==> src/rtl/bundler_sched_if.sv <==
// Handshake and slice-offset bundle between the encoder control, bundler_sched
// and the bundler input slicer.
interface bundler_sched_if #(
    parameter int unsigned DIMENSIONS = 10000
);
    localparam int unsigned DW = (DIMENSIONS > 1) ? $clog2(DIMENSIONS) : 1;

    logic          start;
    logic          abort;
    logic          ready;
    logic [1:0]    state;
    logic [DW-1:0] d;
    logic          last;
    logic          busy;
    logic          done;

    // master: the sequencer itself; slave: the control/slicer side feeding it
    modport master (
        input  start, abort, ready,
        output state, d, last, busy, done
    );
    modport slave (
        output start, abort, ready,
        input  state, d, last, busy, done
    );
endinterface

==> src/rtl/bundler_sched.sv <==
// Streams DIMENSIONS bits into the bundler as PAR_BITS-wide chunks by stepping
// the slicer offset d under ready back-pressure; one-cycle done on completion.
module bundler_sched #(
    parameter int unsigned DIMENSIONS = 10000,
    parameter int unsigned PAR_BITS   = 10
) (
    input  logic            clk,
    input  logic            rst,
    bundler_sched_if.master bus
);
    localparam int unsigned DW = (DIMENSIONS > 1) ? $clog2(DIMENSIONS) : 1;

    if (PAR_BITS < 1 || PAR_BITS > DIMENSIONS) begin : g_bad_par
        $error("bundler_sched: PAR_BITS must be in 1..DIMENSIONS");
    end else if (DIMENSIONS % PAR_BITS != 0) begin : g_bad_mult
        $error("bundler_sched: DIMENSIONS must be a multiple of PAR_BITS");
    end

    // Offset of the final chunk; the step is one bit wider so that a
    // PAR_BITS equal to a power-of-two DIMENSIONS still fits.
    localparam logic [DW-1:0] D_LAST = DW'(DIMENSIONS - PAR_BITS);
    localparam logic [DW:0]   D_STEP = (DW + 1)'(PAR_BITS);

    typedef enum logic [1:0] {
        ST_IDLE = 2'd0,
        ST_RUN  = 2'd1,
        ST_DONE = 2'd2
    } state_e;

    state_e        state_q, state_d;
    logic [DW-1:0] d_q, d_d;
    logic [DW:0]   d_inc;
    logic          at_last;

    assign d_inc   = {1'b0, d_q} + D_STEP;
    assign at_last = (d_q == D_LAST);

    always_comb begin
        // NOTE: every output of this block gets a default first, so no path
        // leaves a variable unassigned and no latch is inferred.
        state_d = state_q;
        d_d     = d_q;
        unique case (state_q)
            ST_IDLE: begin
                d_d = '0;
                if (bus.start) state_d = ST_RUN;
            end
            ST_RUN: begin
                if (bus.abort) begin
                    state_d = ST_IDLE;
                    d_d     = '0;
                end else if (bus.ready && at_last) begin
                    state_d = ST_DONE;
                    d_d     = '0;
                end else if (bus.ready) begin
                    d_d = DW'(d_inc);
                end
            end
            ST_DONE: begin
                state_d = ST_IDLE;
                d_d     = '0;
            end
            default: begin
                state_d = ST_IDLE;
                d_d     = '0;
            end
        endcase
    end

    always_ff @(posedge clk) begin
        // NOTE: state registers use non-blocking assignments so every flop
        // samples the pre-edge values regardless of statement order.
        if (rst) begin
            state_q <= ST_IDLE;
            d_q     <= '0;
        end else begin
            state_q <= state_d;
            d_q     <= d_d;
        end
    end

    // Outputs decode registered state only; no input reaches them combinationally.
    assign bus.state = state_q;
    assign bus.d     = d_q;
    assign bus.busy  = (state_q == ST_RUN);
    assign bus.done  = (state_q == ST_DONE);
    assign bus.last  = (state_q == ST_RUN) && at_last;
endmodule

==> src/flat_wrapper.sv <==
// flat-port wrapper written by rule: the top's interface ports become plain ports
module bundler_sched_flat 
#(
    parameter int unsigned DIMENSIONS = 10000,
    parameter int unsigned PAR_BITS   = 10
)
  (clk, rst, bus_start, bus_abort, bus_ready, bus_state, bus_d, bus_last, bus_busy, bus_done);
  bundler_sched_if #(.DIMENSIONS(DIMENSIONS)) bus_i ();
  input  logic clk;
  input  logic rst;
  input wire logic [$bits(bus_i.start)-1:0] bus_start;
  input wire logic [$bits(bus_i.abort)-1:0] bus_abort;
  input wire logic [$bits(bus_i.ready)-1:0] bus_ready;
  output wire logic [$bits(bus_i.state)-1:0] bus_state;
  output wire logic [$bits(bus_i.d)-1:0] bus_d;
  output wire logic [$bits(bus_i.last)-1:0] bus_last;
  output wire logic [$bits(bus_i.busy)-1:0] bus_busy;
  output wire logic [$bits(bus_i.done)-1:0] bus_done;
  assign bus_i.start = bus_start;
  assign bus_i.abort = bus_abort;
  assign bus_i.ready = bus_ready;
  assign bus_state = bus_i.state;
  assign bus_d = bus_i.d;
  assign bus_last = bus_i.last;
  assign bus_busy = bus_i.busy;
  assign bus_done = bus_i.done;
  bundler_sched #(.DIMENSIONS(DIMENSIONS), .PAR_BITS(PAR_BITS)) u_core (.clk(clk), .rst(rst), .bus(bus_i));
endmodule
==> config.mk <==
export PLATFORM = sky130hd
export DESIGN_NAME = bundler_sched_flat
export DESIGN_NICKNAME = d
export VERILOG_FILES = /design/src/rtl/bundler_sched_if.sv /design/src/rtl/bundler_sched.sv /design/src/flat_wrapper.sv
export SDC_FILE = /design/constraint.sdc
export NUM_CORES = 1
export LEC_CHECK = 0
export ABC_AREA = 1
export BUFFER_PORTS_ARGS = -buffer_cell sky130_fd_sc_hd__buf_2
export CAP_MARGIN = 20
export CORE_MARGIN = 2
export CORE_UTILIZATION = 50
export CTS_CLUSTER_DIAMETER = 60
export DETAILED_ROUTE_END_ITERATION = 10
export MAX_ROUTING_LAYER = met4
export PLACE_DENSITY = 0.82
export SETUP_SLACK_MARGIN = 0.02
export SYNTH_ARGS = -nofsm -noshare
export SYNTH_HDL_FRONTEND = slang
export SYNTH_SLANG_ARGS = --single-unit
==> constraint.sdc <==
create_clock -name clk -period 2 [get_ports clk]
set_clock_uncertainty 0.2 [all_clocks]
set_input_delay 0.3 -clock clk [delete_from_list [all_inputs] [get_ports clk]]
set_output_delay 0.3 -clock clk [all_outputs]
set_load 0.02 [all_outputs]
# After elaboration in Yosys (flattened, before gate mapping)
# Index checks and enable logic that the tools add are counted.
dict set report totals {
  ff_bits 16
  latchBits 0
  ramBits 0
  rom_bits 0
  input_bits 5
  output_inout_bits 19
  wordCells 18
  n_memories 0
}
dict set report op_classes {
  n_addsub 1
  multipliers 0
  div 0
  order_cmp 0
  n_eq_ne 5
  n_shift 0
  mux 4
  bitwise_logic 1
  n_reduce_logical 5
}
# operator count
set op_table {}
lappend op_table {{14-bit by 4-bit adder with 14-bit output (second input constant)} 1}
lappend op_table {{14-bit equality test (second input constant)} 1}
lappend op_table {{2-bit two-way mux} 3}
lappend op_table {{2-bit case mux with 2 select lines} 1}
lappend op_table {{4-bit OR reduction} 1}
lappend op_table {{3-bit by 2-bit != test with 1-bit output (second input constant)} 1}
lappend op_table {{2-bit by 1-bit equality test with 1-bit output (second input constant)} 1}
lappend op_table {{2-bit equality test (second input constant)} 1}
lappend op_table {{1-bit logical AND} 2}
lappend op_table {{2-bit logical NOT} 1}
lappend op_table {{2-bit != test (second input constant)} 1}
lappend op_table {{2-bit AND reduction} 1}
lappend op_table {{1-bit inverter} 1}

# Depth between registers and ports, before layout
# Gate-level depths: netlist of the first run.
dict set report depth {
  word_depth 5
  ltp_mapped 8
  ltp_nobuf 8
}

# Least setup slack after synthesis of the first run
# Ideal clock, no wire load.
dict set report synth_timing {
  path_kind {register to output}
  startpoint {register u_core.d_q[1] (netlist: u_core.bus.d[1])}
  endpoint {output bus_last}
  t_arrival_ns 1.278
  t_required_ns 1.500
  path_slack_ns 0.222
  path_stages_with_launch 5
  n_path_buf 0
  path_cell_list {dfxtp_1 ha_1 nand2_1 nor3_1 and3_1}
}
dict set report synth_between {
  elab_chain_len 2
}
# element line_no
set synth_lines {}
lappend synth_lines {{start, declared} bundler_sched.sv:31} ;# logic [DW-1:0] d_q, d_d;
lappend synth_lines {{start signal, assigned} bundler_sched.sv:75} ;# d_q <= '0;
lappend synth_lines {{start signal, assigned} bundler_sched.sv:78} ;# d_q <= d_d;
lappend synth_lines {{14-bit equality test} bundler_sched.sv:36} ;# assign at_last = (d_q == D_LAST);
lappend synth_lines {{1-bit logical AND} bundler_sched.sv:87} ;# assign bus.last = (state_q == ST_RUN) && at_last;
lappend synth_lines {{end, declared} flat_wrapper.sv:16} ;# output wire logic [$bits(bus_i.last)-1:0] bus_last;
# No other way between the ends.

# Worst setup path in the final report of the first run
# Same ends and word-level chain as after synthesis.

==> flow_summary.yaml, run 1 <==
outcome:
  status: "complete, no violations"
place:
  portBuffers: 22
  hpwl_microns: 1350
  placed_cells: 153
  pre_cts_slack_ns: 0.260
  place_congestion: 0.866
yosys:
  synth_top_area_frac: 0.351
  postSynthAreaPerCell_sq_um: 7.30
  synth_cells: 117
  ys_warn_count: 0
  yosysUniqueCellTypes: 25
  yosysSeqAreaShare: 0.351
  ys_ff_latch: 15
  syn_area_sq_um: 855
  synth_nets: 123
  synth_largest_area_cell: "dfxtp_1"
  ys_top_cells_by_area: "dfxtp_1 35%, nand2_1 9.7%, inv_1 6.6%"
critical_path:
  start_kind: "register"
  critPathCaptureType: "output pin"
  reg2reg_from: "u_core.bus.d[1]"
  rrSetupSlack_ns: 0.50
  cp_data_arrival_time_ns: 1.39
  worstReg2RegEnd: "u_core.bus.d[2]"
  required_ns: 1.50
  worstRegToRegCells: 6
  startpoint: "u_core.bus.d[1]"
  worstPathMaxFanout: 4
  critPathKind: "reg2out"
clock_network:
  cts.sinks: 15
  cts_tree: "done"
  insertion_delay_ns: 0.27
  cts-root-buf: "clkbuf_4"
  numCtsBuffers: 3
  cts_max_level: 1
  cts_buffer_depth: 2
  clkTransAtPathRegs_ns: 0.08
  cts_setup_buffers: 0
  cts_hold_buf: 0
finish:
  multi_input_area_sq_um: 482
  num-fill-cells: 151
  regArea_sq_um: 308
  final_core_util: 0.652
  syn_to_final_growth_pct: 18.9
  final_nets: 148
  n_antenna_cell: 0
  fin_cells: 157
  drive_gt1_frac: 0.369
hold_path:
  min_path_type: "in2reg"
  whs_endpoint: "u_core.bus.state[1]"
  holdPathStages: 2
  hold_path.startpoint: "rst"
sta:
  min_period_ns: 1.89
  fin_crit_sh: 0.944
  hold_violations: 0
  rsz0062_at_grt: "false"
  final.setup.tns_ns: 0
  fin_ws_ns: 0.112
  drv_slew: 0
  max_freq_mhz: 530
  setup_viol: 0
floorplan:
  die_w_microns: 45.3
  core_sq_um: 1560
  num_rows: 14
  initial_utilization: 0.548
  io_pins: 24
  die_area_sq_um: 2060
  die_h_microns: 45.3
grt:
  grt_overflow: 0
  grt_usage: 0.197
  grt_max_degree: 14
  antenna_found_initial: 0
  grt_pass1_vias: 682
  grt_pass1_wl_microns: 2820
detailed_routing:
  routed_wl_microns: 1760
  drc: 0
  ant_nets: 0
  avgViaCountPerCell: 5.06
  vias: 794
  post_drt_wl_per_cell_microns: 11.2
  drt_first_pass_iters: 4
  first_iter_violations: 21
power_and_ir_drop:
  power_leakage_nw: 0.424
  max-vdd-ir-drop_mv: 0.342
  powerDensity_nw_per_um2: 497
job:
  drv_cap: 0
## registers in the layout, indices dropped and copies added (netlist names)
signal / cells
u_core.bus.d: 13
u_core.bus.state: 2
## per-stage QoR
stage | hold WS (ns) | total power [mW] | instance area (sq um)
2_1_floorplan | 0.179 | 0.337 | 855
3_3_place_gp | 0.276 | 0.346 | 962
3_5_place_dp | 0.309 | 0.347 | 962
4_1_cts | 0.0276 | 0.512 | 993
5_1_grt | 0.0332 | 0.527 | 1020
6_report | 0.0304 | 0.505 | 1020
## worst max-delay path, cell delays in order (launching register included)
cell	delay [ns]
dfxtp_4	0.38
ha_4	0.15
nand2_1	0.06
nor3_2	0.20
and3_1	0.19
buf_4	0.14
## worst max path at each step
| stage | endpoint | cells past startpoint |
|---|---|---|
| floorplan | bus_last | 4 |
| global placement | bus_last | 5 |
| detailed placement | bus_last | 5 |
| CTS | bus_last | 5 |
| global route | bus_last | 5 |
| finish | bus_last | 5 |
## placed cells by master, fill, tap and decap left out, types with 2 or more instances in the layout
cell type,n
nor2_1,14
nand3_1,4
nor2_2,6
dfxtp_1,13
buf_2,21
a21oi_2,3
dfxtp_4,2
nand2_1,22
nand2_2,4
clkbuf_4,3
nand3_2,2
nand4_1,6
nor2_4,3
xor2_1,2
xnor2_1,3
a21oi_1,3
inv_2,3
o21ai_0,2
inv_1,15
## what timing repair did
| action | 4_1_cts | 5_1_grt |
|---|---|---|
| setup endpoints to repair | 1 | 1 |
| pin swaps | 0 | 2 |
| gates resized for setup | 1 | 7 |
## Yosys cell counts
cell / n
nand2_4: 1
nand3_1: 4
nor2_1: 14
conb_1: 1
nand3b_1: 1
a21oi_2: 3
a21oi_1: 3
nor2_4: 3
and3_1: 1
nor3_1: 2
inv_2: 3
nor2_2: 6
xnor2_1: 3
ha_1: 1
buf_4: 1
o21ai_0: 2
xor2_1: 2
buf_8: 1
nand3_2: 2
dfxtp_1: 15
o21ai_2: 1
inv_1: 15
nand2_1: 22
nand4_1: 6
nand2_2: 4
## where the power goes
group	internal (mW)	total, mW	switching [mW]
registers	0.299	0.301	0.00263
clock network	0.0772	0.167	0.0899
logic	0.0118	0.0368	0.0250
## logic make-up (layout without fill, tap and decap cells)
logic type,Yosys count,count (layout),synth area share
XOR/XNOR,5,5,0.0513
AO/OA/AOI/OAI,9,9,0.0703
adder cells (fa/ha/maj),1,1,0.0146
other,1,1,0.00439
AND/OR/NAND/NOR,66,66,0.403
buffers and inverters,20,44,0.105
flip-flops,15,15,0.351
## layout make-up
type | count | area share
well taps | 16 | 0.0197
multi-input cells | 82 | 0.474
repair buffers | 22 | 0.111
inverters | 18 | 0.0665
clock buffers | 4 | 0.0259
flip-flops and latches | 15 | 0.303
## routing by layer
| metal | track usage | vias to the layer above | wire (microns) |
|---|---|---|---|
| li1 | - | 411 | - |
| met1 | 0.240 | 357 | 766 |
| met2 | 0.323 | 22 | 889 |
| met3 | 0.0240 | 4 | 80 |
| met4 | 0.0882 | 0 | 26 |
| met5 | - | - | 0 |
Note: power is estimated with default switching activity, not from simulation.
==> inputs of run 2 (changes only) <==
- BUFFER_PORTS_ARGS: -buffer_cell sky130_fd_sc_hd__buf_2 -> -buffer_cell sky130_fd_sc_hd__buf_4
==> run 2 against run 1 <==
Compared with the run above: maximum frequency grew 0.35%; critical path type unchanged; critical path depth is the same; sequential share of layout area shrank 1.6 points; utilization grew 3.6 points; clock power is essentially flat; combinational power grew 10%; cell count is the same; die area is the same; register-to-register slack is essentially flat; critical endpoint unchanged; setup slack gained 0.0067 ns; non-clock buffer count is the same.
==> flow_summary.yaml, run 2 (synthesized netlist as in run 1, its figures left out) <==
power_and_ir_drop:
  powerDensity_nw_per_um2: 472
  max-vdd-ir-drop_mv: 0.332
  power_leakage_nw: 0.427
clock_network:
  cts-root-buf: "clkbuf_4"
  cts.sinks: 15
  cts_tree: "done"
  cts_buffer_depth: 2
  clkTransAtPathRegs_ns: 0.09
  cts_max_level: 1
  cts_setup_buffers: 0
  cts_hold_buf: 0
  numCtsBuffers: 3
  insertion_delay_ns: 0.27
floorplan:
  die_area_sq_um: 2060
  num_rows: 14
  initial_utilization: 0.548
  die_w_microns: 45.3
  io_pins: 24
  die_h_microns: 45.3
  core_sq_um: 1560
finish:
  syn_to_final_growth_pct: 25.5
  final_core_util: 0.688
  final_cell_mix: "22 x nand2_1, 21 x buf_4, 15 x inv_1"
  final_nets: 148
  drive_gt1_frac: 0.369
  largest_reg_flops: 13
  layout_commonest_cell: "nand2_1"
  n_antenna_cell: 0
critical_path:
  crit_end: "bus_last"
  start_kind: "register"
  crit_slowest_cell: "dfxtp_4"
  required_ns: 1.50
  cp_slowest_stage_delay_ns: 0.38
  crit_chain: "ha_4 -> nand2_1 -> nor3_2 -> and3_1 -> buf_6"
  startpoint: "u_core.bus.d[1]"
  worstRegToRegCells: 6
  rrSetupSlack_ns: 0.50
  cp_data_arrival_time_ns: 1.38
  crit_family: "simple AND/OR/NAND/NOR gates"
  worstReg2RegEnd: "u_core.bus.d[3]"
  reg2reg_from: "u_core.bus.d[1]"
  critPathKind: "reg2out"
  path_depth: 5
  path_buf_inv: 1
  worstPathMaxFanout: 4
  critPathCaptureType: "output pin"
hold_path:
  holdPathStages: 2
  min_path_type: "in2reg"
sta:
  setup_viol: 0
  max_freq_mhz: 532
  drv_slew: 0
  final.setup.tns_ns: 0
  min_period_ns: 1.88
  rsz0062_at_grt: "false"
  fin_crit_sh: 0.941
  hold_violations: 0
  fin_ws_ns: 0.119
detailed_routing:
  drt_first_pass_iters: 4
  first_iter_violations: 18
  avgViaCountPerCell: 4.92
  drc: 0
  vias: 772
  post_drt_wl_per_cell_microns: 10.7
  routed_wl_microns: 1680
  ant_nets: 0
place:
  hpwl_microns: 1330
  pre_cts_slack_ns: 0.281
  place_congestion: 0.867
  portBuffers: 22
grt:
  grt_overflow: 0
  grt_pass1_wl_microns: 2730
  grt_max_degree: 14
  antenna_found_initial: 0
  grt_usage: 0.193
  grt_pass1_vias: 634
outcome:
  status: "complete, no violations"
job:
  drv_cap: 0
run 2: cell counts in the layout (fill, tap and decap cells not counted):
Identical to the previous run, type by type.
run 2: final cells by class:
class,instances,area (sq um)
well taps,16,20.0
multi-input cells,82,482
repair buffers,22,169
clock buffers,4,26.3
fillers,143,487
flip-flops and latches,15,308
inverters,18,67.6
run 2: worst min path at each step:
stage | to | start | slack, ns
2_1_floorplan | u_core.bus.state[1] | rst | 0.18
3_3_place_gp | u_core.bus.d[2] | u_core.bus.d[2] | 0.28
3_5_place_dp | u_core.bus.state[1] | rst | 0.30
4_1_cts | u_core.bus.state[1] | rst | 0.003
5_1_grt | u_core.bus.state[1] | rst | 0.002
6_report | u_core.bus.state[1] | rst | 0.01
run 2: what timing repair did:
| action | in CTS | in global routing |
|---|---|---|
| setup endpoints to repair | 1 | 1 |
| pin swaps | 0 | 2 |
| resized for setup | 1 | 7 |
run 2: metal layers:
metal	wire [microns]	global-route usage	vias up
met5	0	-	-
met4	13	0.0706	0
met1	772	0.244	341
li1	-	-	409
met3	85	0.0360	2
met2	807	0.306	20
run 2: stage by stage:
step                      area (sq um)  std cells  power [mW]  hold slack (ns)
after floorplan                    855        117       0.337            0.179
after global placement            1020        153       0.351            0.280
after detailed placement          1020        153       0.351            0.301
after CTS                         1050        157       0.518          0.00345
after global routing              1070        157       0.536          0.00185
final                             1070        157       0.506           0.0104
run 2: report_power, final:
part | internal (mW) | leakage (nW) | switching [mW]
clock network | 0.0771 | 0.0150 | 0.0874
logic | 0.0163 | 0.289 | 0.0241
registers | 0.299 | 0.123 | 0.00285
total | 0.392 | 0.427 | 0.114
==> inputs of run 3 (changes only) <==
- CELL_PAD_IN_SITES_DETAIL_PLACEMENT: not set -> 1
- CELL_PAD_IN_SITES_GLOBAL_PLACEMENT: not set -> 1
- CORE_UTILIZATION: 50 -> 35
- PLACE_DENSITY: 0.82 -> 0.81
==> run 3 against run 2 <==
Compared with the run above: count of clock-buffer cells in the layout is the same; via count grew 9.1%; final area grew 2.7%; utilization shrank 20 points; sequential share of layout area shrank 0.75 points; cell count grew 8.9%; critical path depth is the same; sequential power is essentially flat.
==> flow_summary.yaml, run 3 (synthesized netlist as in run 1, its figures left out) <==
hold_path:
  holdPathStages: 4
  hold_path.startpoint: "bus_abort"
  whs_endpoint: "u_core.bus.state[1]"
  min_path_type: "in2reg"
detailed_routing:
  drt_first_pass_iters: 4
  avgViaCountPerCell: 4.92
  first_iter_violations: 2
  post_drt_wl_per_cell_microns: 12.8
  ant_nets: 0
  vias: 842
  drc: 0
  routed_wl_microns: 2190
finish:
  num-fill-cells: 309
  multi_input_area_sq_um: 482
  fin_cells: 171
  regArea_sq_um: 308
  design_area_sq_um: 1100
  largest_reg_flops: 13
  n_antenna_cell: 0
  final_cell_mix: "23 x buf_4, 22 x nand2_1, 15 x inv_1"
  syn_to_final_growth_pct: 28.8
  drive_gt1_frac: 0.385
  layout_commonest_cell: "buf_4"
  final_nets: 150
floorplan:
  initial_utilization: 0.379
  die_w_microns: 53.4
  die_h_microns: 53.4
  core_sq_um: 2250
  num_rows: 17
  io_pins: 24
  die_area_sq_um: 2850
sta:
  hold_violations: 0
  setup_viol: 0
  drv_slew: 0
  fin_crit_sh: 0.945
  holdWs_ns: 0.0833
  max_freq_mhz: 529
  rsz0062_at_grt: "false"
  final.setup.tns_ns: 0
  min_period_ns: 1.89
critical_path:
  crit_chain: "ha_4 -> nand2_1 -> nor3_2 -> and3_1 -> buf_4"
  crit_slowest_cell: "dfxtp_2"
  cp_slowest_stage_delay_ns: 0.39
  worstPathMaxFanout: 4
  required_ns: 1.50
  rrSetupSlack_ns: 0.38
  worstReg2RegEnd: "u_core.bus.d[2]"
  worstRegToRegCells: 7
  critPathCaptureType: "output pin"
  critPathKind: "reg2out"
  start_kind: "register"
  cp_data_arrival_time_ns: 1.39
  reg2reg_from: "u_core.bus.d[2]"
grt:
  grt_pass1_wl_microns: 3530
  grt_overflow: 0
  antenna_found_initial: 0
  grt_pass1_vias: 818
  grt_usage: 0.181
  grt_max_degree: 14
clock_network:
  cts.sinks: 15
  clkTransAtPathRegs_ns: 0.09
  numCtsBuffers: 3
  cts_buffer_depth: 2
  cts_tree: "done"
  insertion_delay_ns: 0.29
  cts-root-buf: "clkbuf_4"
  cts_max_level: 1
place:
  hpwl_microns: 1670
  dpl_cell_area_sq_um: 1030
  placed_cells: 165
  place_congestion: 0.746
  portBuffers: 22
power_and_ir_drop:
  power_leakage_nw: 0.436
  max-vdd-ir-drop_mv: 0.305
  powerDensity_nw_per_um2: 480
job:
  drv_cap: 0
outcome:
  status: "complete, no violations"
## run 3: cell types whose count changed in the layout (fill, tap and decap cells not counted)
cell / previous run / this run
buf_4: 21 / 23
dfxtp_4: 2 / 1
dfxtp_2: 0 / 3
buf_6: 1 / 0
dfxtp_1: 13 / 11
dlygate4sd3_1: 0 / 1
## run 3: report_power, final
part | switching [mW] | internal (mW) | leakage (nW) | total [mW]
Combinational | 0.0257 | 0.0178 | 0.298 | 0.0434
Clock | 0.104 | 0.0777 | 0.0150 | 0.182
Sequential | 0.00301 | 0.300 | 0.123 | 0.303
## run 3: stage by stage
stage,power [mW],util,worst slack (ns)
finish,0.528,0.488,0.110
global route,0.558,0.488,0.00285
CTS,0.532,0.477,0.0346
detailed placement,0.352,0.458,0.259
global placement,0.351,0.458,0.298
floorplan,0.337,-,0.222
## run 3: routing by layer
layer	track usage	part of all wire
met1	0.206	0.43
met2	0.302	0.50
met3	0.0593	0.053
met4	0.0513	0.017
met5	-	0
## run 3: worst max-delay path by stage
stage                          end  slack [ns]             from
after CTS                 bus_last        0.03  u_core.bus.d[2]
after global placement    bus_last        0.30  u_core.bus.d[1]
after detailed placement  bus_last        0.26  u_core.bus.d[1]
final                     bus_last        0.11  u_core.bus.d[2]
after global routing      bus_last       0.003  u_core.bus.d[1]
after floorplan           bus_last        0.22  u_core.bus.d[1]
## run 3: what timing repair did
action	in CTS	in global routing
resized for setup	2	6
hold buffers	1	0
endpoints found under the hold margin	1	0
endpoints found under the setup margin	1	1
setup buffers	0	1
pin swaps	0	2
## run 3: worst max-delay path, delay by kind of cell (launching register included)
| kind | cells | cell delay (ns) |
|---|---|---|
| flip-flops | 1 | 0.39 |
| AND/OR/NAND/NOR | 3 | 0.42 |
| adder cells (fa/ha/maj) | 1 | 0.16 |
| buffers and inverters | 1 | 0.13 |
## run 3: area by class of cell
type                       count  area share
clock buffer                   4      0.0239
tap                           28      0.0318
multi-input combinational     82       0.437
inverter                      18      0.0614
timing repair buffer          24       0.166
sequential                    15       0.280
